**config.mk**
```make
export PLATFORM = sky130hd
export DESIGN_NAME = fetch_stage
export DESIGN_NICKNAME = d
export VERILOG_FILES = /design/src/rtl/cpu_types_pkg.sv /design/src/rtl/fetch_stage.sv
export SDC_FILE = /design/constraint.sdc
export NUM_CORES = 1
export LEC_CHECK = 0
export ABC_AREA = 1
export BUFFER_PORTS_ARGS = -buffer_cell sky130_fd_sc_hd__buf_4
export CAP_MARGIN = 15
export CORE_MARGIN = 3
export CORE_UTILIZATION = 40
export CTS_CLUSTER_DIAMETER = 30
export DETAILED_ROUTE_END_ITERATION = 12
export PLACE_DENSITY = 0.66
export SYNTH_ARGS = -nofsm -noshare
export SYNTH_HDL_FRONTEND = slang
export SYNTH_SLANG_ARGS = --single-unit
```
**constraint.sdc**
```tcl
create_clock -name CLK -period 2 [get_ports CLK]
set_input_delay 0.3 -clock CLK [delete_from_list [all_inputs] [get_ports CLK]]
set_output_delay 0.3 -clock CLK [all_outputs]
set_load 0.05 [all_outputs]
```
**src/rtl/cpu_types_pkg.sv**
```systemverilog
// rtl/cpu_types_pkg.sv - shared CPU types for the fetch stage
//
// Purpose: word type, fetch FSM state encoding and the default reset PC.

package cpu_types_pkg;

    typedef logic [31:0] word_t;

    typedef enum logic [1:0] {
        FETCH  = 2'd0,
        HOLD   = 2'd1,
        SQUASH = 2'd2,
        HALTED = 2'd3
    } fetch_state_t;

    localparam word_t PC_INIT_DEFAULT = 32'h0000_0000;

    localparam word_t WORD_BYTES = 32'd4;

    // Sequential successor of a fetch address; wraps silently at the top of memory.
    function automatic word_t pc_plus4(input word_t pc);
        return pc + WORD_BYTES;
    endfunction

endpackage

```
**src/rtl/fetch_stage.sv**
```systemverilog
// rtl/fetch_stage.sv - instruction fetch stage feeding the IF/ID latch
//
// Purpose: owns the PC, issues icache reads (imemREN/imemaddr, completed by ihit)
// and hands instruction, PC+4 and predicted next PC to IF/ID with an update strobe.
// EX/MEM redirects and halt are applied here; fd_flush mirrors redirect_valid.
//
// Ports:
//   CLK, nRST              clock, asynchronous active-low reset
//   ihit, iload            icache completion and instruction word for imemaddr
//   imemREN, imemaddr      icache read request and byte address
//   stall                  IF/ID cannot accept this cycle
//   redirect_valid/_pc     taken branch/jump target from EX/MEM
//   halt                   stop fetching until reset
//   fd_instr, fd_normal_pc, fd_next_pc, fd_update, fd_flush   IF/ID interface

module fetch_stage
    import cpu_types_pkg::*;
#(
    parameter word_t PC_INIT = PC_INIT_DEFAULT
) (
    input  logic        CLK,
    input  logic        nRST,
    input  logic        ihit,
    input  logic [31:0] iload,
    output logic        imemREN,
    output logic [31:0] imemaddr,
    input  logic        stall,
    input  logic        redirect_valid,
    input  logic [31:0] redirect_pc,
    input  logic        halt,
    output logic [31:0] fd_instr,
    output logic [31:0] fd_normal_pc,
    output logic [31:0] fd_next_pc,
    output logic        fd_update,
    output logic        fd_flush
);

    fetch_state_t state, state_n;
    word_t        pc, pc_n;
    word_t        req_pc, req_pc_n;
    word_t        buf_instr, buf_instr_n;
    word_t        buf_pc, buf_pc_n;

    always_comb begin
        state_n      = state;
        pc_n         = pc;
        req_pc_n     = req_pc;
        buf_instr_n  = buf_instr;
        buf_pc_n     = buf_pc;

        imemREN      = 1'b0;
        imemaddr     = pc;
        fd_instr     = iload;
        fd_normal_pc = pc_plus4(pc);
        fd_update    = 1'b0;
        fd_flush     = redirect_valid && (state != HALTED);

        unique case (state)
            FETCH: begin
                imemREN = 1'b1;
                if (halt) begin
                    state_n = HALTED;
                end else if (redirect_valid) begin
                    pc_n = redirect_pc;
                    if (!ihit) begin
                        // The icache still owns the old request; keep presenting
                        // its address until it completes, then discard the word.
                        req_pc_n = pc;
                        state_n  = SQUASH;
                    end
                end else if (ihit) begin
                    pc_n = pc_plus4(pc);
                    if (!stall) begin
                        fd_update = 1'b1;
                    end else begin
                        buf_instr_n = iload;
                        buf_pc_n    = pc;
                        state_n     = HOLD;
                    end
                end
            end

            HOLD: begin
                fd_instr     = buf_instr;
                fd_normal_pc = pc_plus4(buf_pc);
                if (halt) begin
                    state_n = HALTED;
                end else if (redirect_valid) begin
                    pc_n    = redirect_pc;
                    state_n = FETCH;
                end else if (!stall) begin
                    fd_update = 1'b1;
                    state_n   = FETCH;
                end
            end

            SQUASH: begin
                imemREN  = 1'b1;
                imemaddr = req_pc;
                if (halt) begin
                    state_n = HALTED;
                end else begin
                    // A later redirect replaces the earlier target; the pending
                    // request completing on the same cycle still ends the squash.
                    if (redirect_valid) begin
                        pc_n = redirect_pc;
                    end
                    if (ihit) begin
                        state_n = FETCH;
                    end
                end
            end

            HALTED: begin
                fd_flush = 1'b0;
            end

            default: begin
                state_n = FETCH;
            end
        endcase

        fd_next_pc = fd_normal_pc;
    end

    always_ff @(posedge CLK or negedge nRST) begin
        if (!nRST) begin
            state     <= FETCH;
            pc        <= PC_INIT;
            req_pc    <= PC_INIT;
            buf_instr <= '0;
            buf_pc    <= '0;
        end else begin
            state     <= state_n;
            pc        <= pc_n;
            req_pc    <= req_pc_n;
            buf_instr <= buf_instr_n;
            buf_pc    <= buf_pc_n;
        end
    end

endmodule

```
== Word level (Yosys, flattened, before mapping) ==
Cells that the tools add are included.

* Logic and storage cells: 62
* Output and inout bits: 131
* Input port bits: 70
* Register bits after elaboration: 130

* $add $sub $neg: 2
* Reductions and logical operators: 10
* Equal/unequal tests: 13
* Bitwise operators: 3
* Multiplexer cells: 29

{| class="wikitable"
|+ Operators by type and width
! cell !! count
|-
| $mux W32 || 8
|-
| $add A32 B3 Y32 const B || 2
|-
| $pmux W32 S2 || 1
|-
| $mux W2 || 10
|-
| $ne A4 B4 Y1 const B || 4
|-
| $reduce_and A5 Y1 || 2
|-
| $mux W1 || 8
|-
| $ne A2 B2 Y1 const B || 3
|-
| $ne A3 B3 Y1 const B || 2
|-
| $pmux W2 S3 || 1
|-
| $reduce_and A6 Y1 || 1
|-
| $eq A2 B2 Y1 const B || 2
|-
| $reduce_and A4 Y1 || 1
|-
| $reduce_or A2 Y1 || 2
|-
| $not A1 Y1 || 3
|-
| $reduce_bool A3 Y1 || 1
|-
| $eq A2 B1 Y1 const B || 1
|-
| $logic_not A2 Y1 || 1
|-
| $ne A2 B1 Y1 const B || 1
|-
| $pmux W1 S2 || 1
|-
| $reduce_bool A2 Y1 || 1
|-
| $logic_and A1 B1 Y1 || 1
|}

== Depth between registers and ports, before layout ==
Gate-level depths: netlist of the first run.

* Depth in word-level cells: 5
* Depth in mapped cells: 11

== Worst setup path before layout of the first run ==
Ideal clock, no wire load.

* Path kind: register to output
* From: register buf_pc[2]
* To: output port fd_normal_pc[10]
* Cell stages (with the launch flop): 8
* Data arrival time: 2,663 ps
* Setup slack: -963 ps
* Path through: dfrtp_1 -> ha_1 -> nand3_1 -> inv_1 -> nand2_1 -> xor2_1 -> o21ai_0 -> buf_4

* Longest elaborated chain between the ends: 2

{| class="wikitable"
|+ RTL lines
! what !! line !! RTL
|-
| start: declaration || fetch_stage.sv:42 || <nowiki>word_t buf_pc, buf_pc_n;</nowiki>
|-
| start signal: assignment || fetch_stage.sv:138 || <nowiki>buf_pc <= buf_pc_n;</nowiki>
|-
| $add A32 B3 Y32 || cpu_types_pkg.sv:22 || <nowiki>return pc + WORD_BYTES;</nowiki>
|-
| $mux W32 || fetch_stage.sv:58 || <nowiki>unique case (state)</nowiki>
|-
| end: declaration || fetch_stage.sv:32 || <nowiki>output logic [31:0] fd_normal_pc,</nowiki>
|}

Every way passes these cells.

== Final worst setup path of the first run ==
* From: register pc[3]
* To: output port fd_normal_pc[15]

* Longest elaborated chain between the ends: 2

{| class="wikitable"
|+ RTL lines
! what !! line !! RTL
|-
| start: declaration || fetch_stage.sv:39 || <nowiki>word_t pc, pc_n;</nowiki>
|-
| start signal: assignment || fetch_stage.sv:135 || <nowiki>pc <= pc_n;</nowiki>
|-
| $add A32 B3 Y32 || cpu_types_pkg.sv:22 ||
|-
| $mux W32 || fetch_stage.sv:58 ||
|}

Every way passes these cells.

==> results.toml, run 1 <==
[logic_synthesis]
synth_top_area_share = 0.397
synth_top_cell_by_area = "dfrtp_1"
yosysMostFrequentCell = "nand2_1"
synth_edf_count = 0
netlist_area_mm2 = 0.00819
yosys-top-cells-area = "dfrtp_1 40%, nand2_1 19%, o21ai_0 12%"
synth_cells = 1210
synthTopCellsByCount = "423 x nand2_1, 193 x o21ai_0, 130 x dfrtp_1"
ys_seq_elements = 130
ys_types = 31
synth_area_per_cell_um2 = 6.77
synth_ff_type = "dfrtp_1"
syn-num-nets = 1287
yosys_warnings = 0
async_flop_share = 1.00
seq_area_frac_synth = 0.397

[worst_setup_path]
worstPathMaxFanout = 3
critPathKind = "flip-flop to output pin"
required_ns = 1.70
crit_start = "pc[3]"
start_kind = "flip-flop"
critPathBufInv = 2
critPathCaptureType = "output pin"
worstPathArrival_ns = 2.11
slowest_stage = "dfrtp_1"
cp_common_cell = "nand2_2"
rr_endpoint = "pc[26]"
r2r_slack_ns = -0.32
slowest_delay_ns = 0.42
critPathTopFamily = "simple AND/OR/NAND/NOR gates"
path_cells = "buf_6 > nand2_4 > nor2_4 > nand2_2 > o21ai_0 > nand2_2 > nand2_1 > nand2_2 > buf_8"
r2r_start = "pc[3]"
rr_worst_depth = 18

[drt]
routedWlPerCell_um = 20.2
ant_nets = 0
wirelength_mm = 36.6
vias = 9969
drtPass1Iterations = 8
drc = 0
drt_iter0_markers = 860
vias_per_cell = 5.50

[floorplan]
die-area_mm2 = 0.0222
rows = 51
start_util = 0.414
die_w_um = 149
ios = 201
fp.coreArea_mm2 = 0.0198
die_y_um = 149

[timing]
fmax_mhz = 415
period_share = 1.21
max_slew_margin = 0.710
finClkSkew_ns = 0.00701
rsz0062_at_grt = "yes"
holdWs_ns = 0.136
hold_viol = 0
worst_pin_slew_ns = 0.434
final-max-slew-violation-count = 0
period_minus_slack_ns = 2.41
setup_viol = 132
setup_ws_ns = -0.411

[place]
hpwl_mm = 20.4
place.gp.congestion = 0.944
io_buffers = 200
place_area_mm2 = 0.0106

[final_layout]
design_area_mm2 = 0.0149
diodes = 0
finalNetCount = 1614
areaGrowthSynthToFinish_pct = 81.9
drive_gt1_frac = 0.482

[global_routing]
grtUsageTotal = 0.317
grt_pass1_vias = 9900
overflow = 0
grt_pass1_wl_mm = 54.3
grt_max_degree = 65
antenna_found_initial = 0

[clock_tree]
clkTransAtPathRegs_ns = 0.06
cts_tree = "done"
cts.sinks = 130
cts_max_path_buffers = 2
numCtsBuffers = 17
clkLatencyLatePin_ns = 0.43
htreeDepth = 4
clockRootBuffer = "clkbuf_16"

[outcome]
violations = "negative setup slack"
outcome = "finished with violations"

[worst_hold_path]
hold_start = "redirect_pc[1]"
hold_depth = 3
hp-class = "input port to flip-flop"
min_delay_worst_endpoint = "pc[1]"

[flow_run]
cap_violations = 0
-- cell type report --
type	instances	area, um^2
Timing Repair Buffer	392	4430
Clock buffer	18	429
Inverter	89	347
Clock inverter	13	163
Tap cell	265	332
Sequential cell	130	3270
Fill cell	1286	4880
Multi-Input combinational cell	907	5930
-- worst max-delay path by stage --
stage	to	cells after the start	slack [ns]
finish	fd_normal_pc[15]	9	-0.41
global route	fd_normal_pc[13]	9	-0.48
CTS	fd_next_pc[12]	9	-0.33
detailed placement	pc[10]	7	-0.03
global placement	pc[10]	7	0.02
floorplan	imemaddr[26]	5	-0.14
-- logic make-up (layout without fill, tap and decap cells) --
group | count (synthesis) | in the layout | share of synthesized area
simple gates | 656 | 656 | 0.331
compound gates | 221 | 221 | 0.138
buf+inv | 173 | 512 | 0.0982
flops | 130 | 130 | 0.397
xor+xnor | 21 | 21 | 0.0225
fa+ha+maj | 7 | 7 | 0.0107
mux | 2 | 2 | 0.00244
-- state kept, by name, indices dropped and copies added, names as in the netlist --
name and count:
req_pc 32, state 2, pc 32, buf_pc 32, buf_instr 32
-- worst reg2reg max path: cells and delay by family (launching register included) --
family	cells	cell delay (ns)
buffers and inverters	9	1.03
AND/OR/NAND/NOR	8	0.61
flip-flops	1	0.43
adder cells (fa/ha/maj)	1	0.20
-- per-stage QoR --
stage               worst slack (ns)   util  cells  TNS (ns)
detailed placement           -0.0336  0.536   1658   -0.0447
floorplan                     -0.139      -   1210     -1.20
finish                        -0.411  0.753   1814    -28.79
global placement              0.0176  0.536   1658         0
global route                  -0.476  0.753   1814    -36.02
CTS                           -0.332  0.724   1817    -28.11
-- routing by layer --
layer,routed length (um),track usage,vias up
met5,0,0,-
met4,1810,0.135,0
met1,13000,0.380,4749
met2,18200,0.545,592
met3,3550,0.0738,146
li1,-,-,4482
-- layout by cell type (no fill, tap or decap), drive strengths merged --
| cell | n |
|---|---|
| nand2 | 428 |
| buf | 388 |
| o21ai | 200 |
| nor2 | 141 |
| dfrtp | 130 |
| inv | 90 |
| nand3 | 57 |
| clkbuf | 19 |
| xor2 | 16 |
| nand3b | 13 |
| and2 | 12 |
| a21oi | 12 |
| ha | 7 |
| clkinvlp | 6 |
| xnor2 | 5 |
| o22ai | 4 |
| nand4 | 4 |
| o211ai | 3 |
| bufinv | 3 |
| clkinv | 3 |
| mux2i | 2 |
| bufbuf | 2 |
| a31oi | 1 |
| or2 | 1 |
| o2111ai | 1 |
| dlygate4sd3 | 1 |
-- repair_timing --
action	in CTS	in global routing
hold endpoints to repair	61	0
pin swaps	80	60
gates cloned	26	1
buffers inserted	102	15
hold buffers	1	0
gates resized for setup	432	185
endpoints found under the setup margin	138	162
Power of run 1 is not shown: default switching activity piles up to over one toggle a cycle in this logic, so the estimate is an artifact.
==> run 2: changes to the inputs <==
--- a/config.mk
+++ b/config.mk
@@ -8,6 +8,7 @@
 export ABC_AREA = 1
 export BUFFER_PORTS_ARGS = -buffer_cell sky130_fd_sc_hd__buf_4
 export CAP_MARGIN = 15
+export CORE_ASPECT_RATIO = 1.2
 export CORE_MARGIN = 3
 export CORE_UTILIZATION = 40
 export CTS_CLUSTER_DIAMETER = 30
==> run 2 against run 1 <==
The flow still finishes with violations (negative setup slack). Critical endpoint is now fd_normal_pc[16]. Routed wire length is 4.7% lower. Register-to-register slack hardly changed. Via count is 1.5% lower. Cell count is 0.66% lower. Flip-flop and latch count stayed put. Worst setup slack worse by 0.062 ns. Clock skew is 0.0049 ns higher. Fmax is 2.5% lower. Design area is 1.2% lower. Critical path type unchanged.
==> results.toml, run 2 (same netlist as run 1, synthesis figures left out) <==
[clock_tree]
cts.sinks = 130
clkLatencyLatePin_ns = 0.43
cts_tree = "done"
htreeDepth = 4
cts_max_path_buffers = 2
clockRootBuffer = "clkbuf_16"
clkTransAtPathRegs_ns = 0.06
numCtsBuffers = 17

[timing]
period_share = 1.24
rsz0062_at_grt = "yes"
final-max-slew-violation-count = 0
finClkSkew_ns = 0.0119
max_slew_margin = 0.700
fmax_mhz = 404
hold_viol = 0
setup_ws_ns = -0.473
period_minus_slack_ns = 2.47
setup_viol = 129
setup_tns_ns = -32.53
worst_pin_slew_ns = 0.450

[drt]
ant_nets = 0
drtPass1Iterations = 5
vias_per_cell = 5.45
routedWlPerCell_um = 19.3
wirelength_mm = 34.9
vias = 9816
drt_iter0_markers = 923
drc = 0

[final_layout]
diodes = 0
final_util = 0.742
finalNetCount = 1605
areaGrowthSynthToFinish_pct = 79.7
layout_common_cells = "306 x nand2_1, 186 x buf_4, 121 x dfrtp_1"
drive_gt1_frac = 0.470
final_common_cell = "nand2_1"

[global_routing]
overflow = 0
grt_pass1_vias = 9239
grtUsageTotal = 0.289
antenna_found_initial = 0
grt_max_degree = 69
grt_pass1_wl_mm = 49.7

[place]
io_buffers = 200
hpwl_mm = 20.2
place.gp.congestion = 0.960

[worst_setup_path]
slowest_delay_ns = 0.40
rr_worst_depth = 14
path_depth = 9
path_cells = "ha_4 > nand3_1 > nor2_4 > inv_1 > o21ai_0 > nand2_1 > nand2_1 > nand2_2 > buf_4"
critPathCaptureType = "output pin"
critPathBufInv = 2
cp_common_cell = "nand2_1"
slowest_stage = "dfrtp_1"
critPathKind = "flip-flop to output pin"
required_ns = 1.70
worstPathMaxFanout = 3
worstPathArrival_ns = 2.17
critPathTopFamily = "simple AND/OR/NAND/NOR gates"
start_kind = "flip-flop"

[floorplan]
die_y_um = 163
die-area_mm2 = 0.0222
ios = 201
fp.coreArea_mm2 = 0.0198
die_w_um = 137
rows = 56
start_util = 0.413

[flow_run]
cap_violations = 0

[worst_hold_path]
hold_depth = 3
hp-class = "input port to flip-flop"

[outcome]
violations = "negative setup slack"
outcome = "finished with violations"
==> run 2: cell types whose count changed in the layout (fill, tap and decap cells not counted), moves of 7 or more <==
cell	change
nand2_2	+28
nand2_4	-22
o21ai_2	-16
o21ai_4	+14
buf_6	-12
nor2_1	+11
nor2_4	-7
==> run 2: routing by layer <==
layer | GRT usage | up-vias | wire length, um
li1 | - | 4483 | -
met2 | 0.493 | 531 | 17400
met4 | 0.125 | 0 | 1540
met3 | 0.0630 | 124 | 3110
met1 | 0.348 | 4678 | 12800
met5 | 0 | - | 0
==> run 2: metrics by stage <==
stage / hold slack [ns] / instance area [um^2] / setup WS (ns) / instances
2_1_floorplan: 0.00441 / 8610 / -0.139 / 1210
3_3_place_gp: 0.215 / 10600 / 0.00823 / 1655
3_5_place_dp: 0.217 / 10600 / -0.0214 / 1655
4_1_cts: 0.130 / 13800 / -0.345 / 1770
5_1_grt: 0.143 / 14700 / -0.559 / 1802
6_report: 0.144 / 14700 / -0.473 / 1802
==> run 2: layout make-up <==
type | instances | area [um^2]
Tap cell | 261 | 327
Clock inverter | 11 | 176
Multi-Input combinational cell | 907 | 5830
Fill cell | 1356 | 5110
Sequential cell | 130 | 3260
Inverter | 89 | 343
Timing Repair Buffer | 383 | 4320
Clock buffer | 21 | 460
==> run 2: worst paths after layout <==
check / endpoint / slack, ns / startpoint
setup / recovery: fd_normal_pc[16] / -0.47 / pc[3]
hold / removal: pc[3] / 0.14 / redirect_pc[3]
setup reg to reg: pc[14] / -0.33 / pc[3]
hold reg to reg: req_pc[16] / 0.49 / req_pc[16]
max in group asynchronous: pc[4] / 1.05 / nRST
min in group asynchronous: buf_instr[7] / 0.29 / nRST
==> run 2: timing repair <==
item                                    CTS  global route
pin swaps                                94            50
endpoints found under the hold margin    17             0
setup buffers                            63            40
gates cloned                             20             6
resized for setup                       391           171
endpoints found under the setup margin  129           178
hold buffers                              1             0
==> run 2: worst min-delay path: cells and delay by family <==
family	cells	cell delay (ns)
buffers and inverters	1	0.10
AO/OA/AOI/OAI	1	0.08
AND/OR/NAND/NOR	1	0.05
Power of run 2 is left out for the same reason.
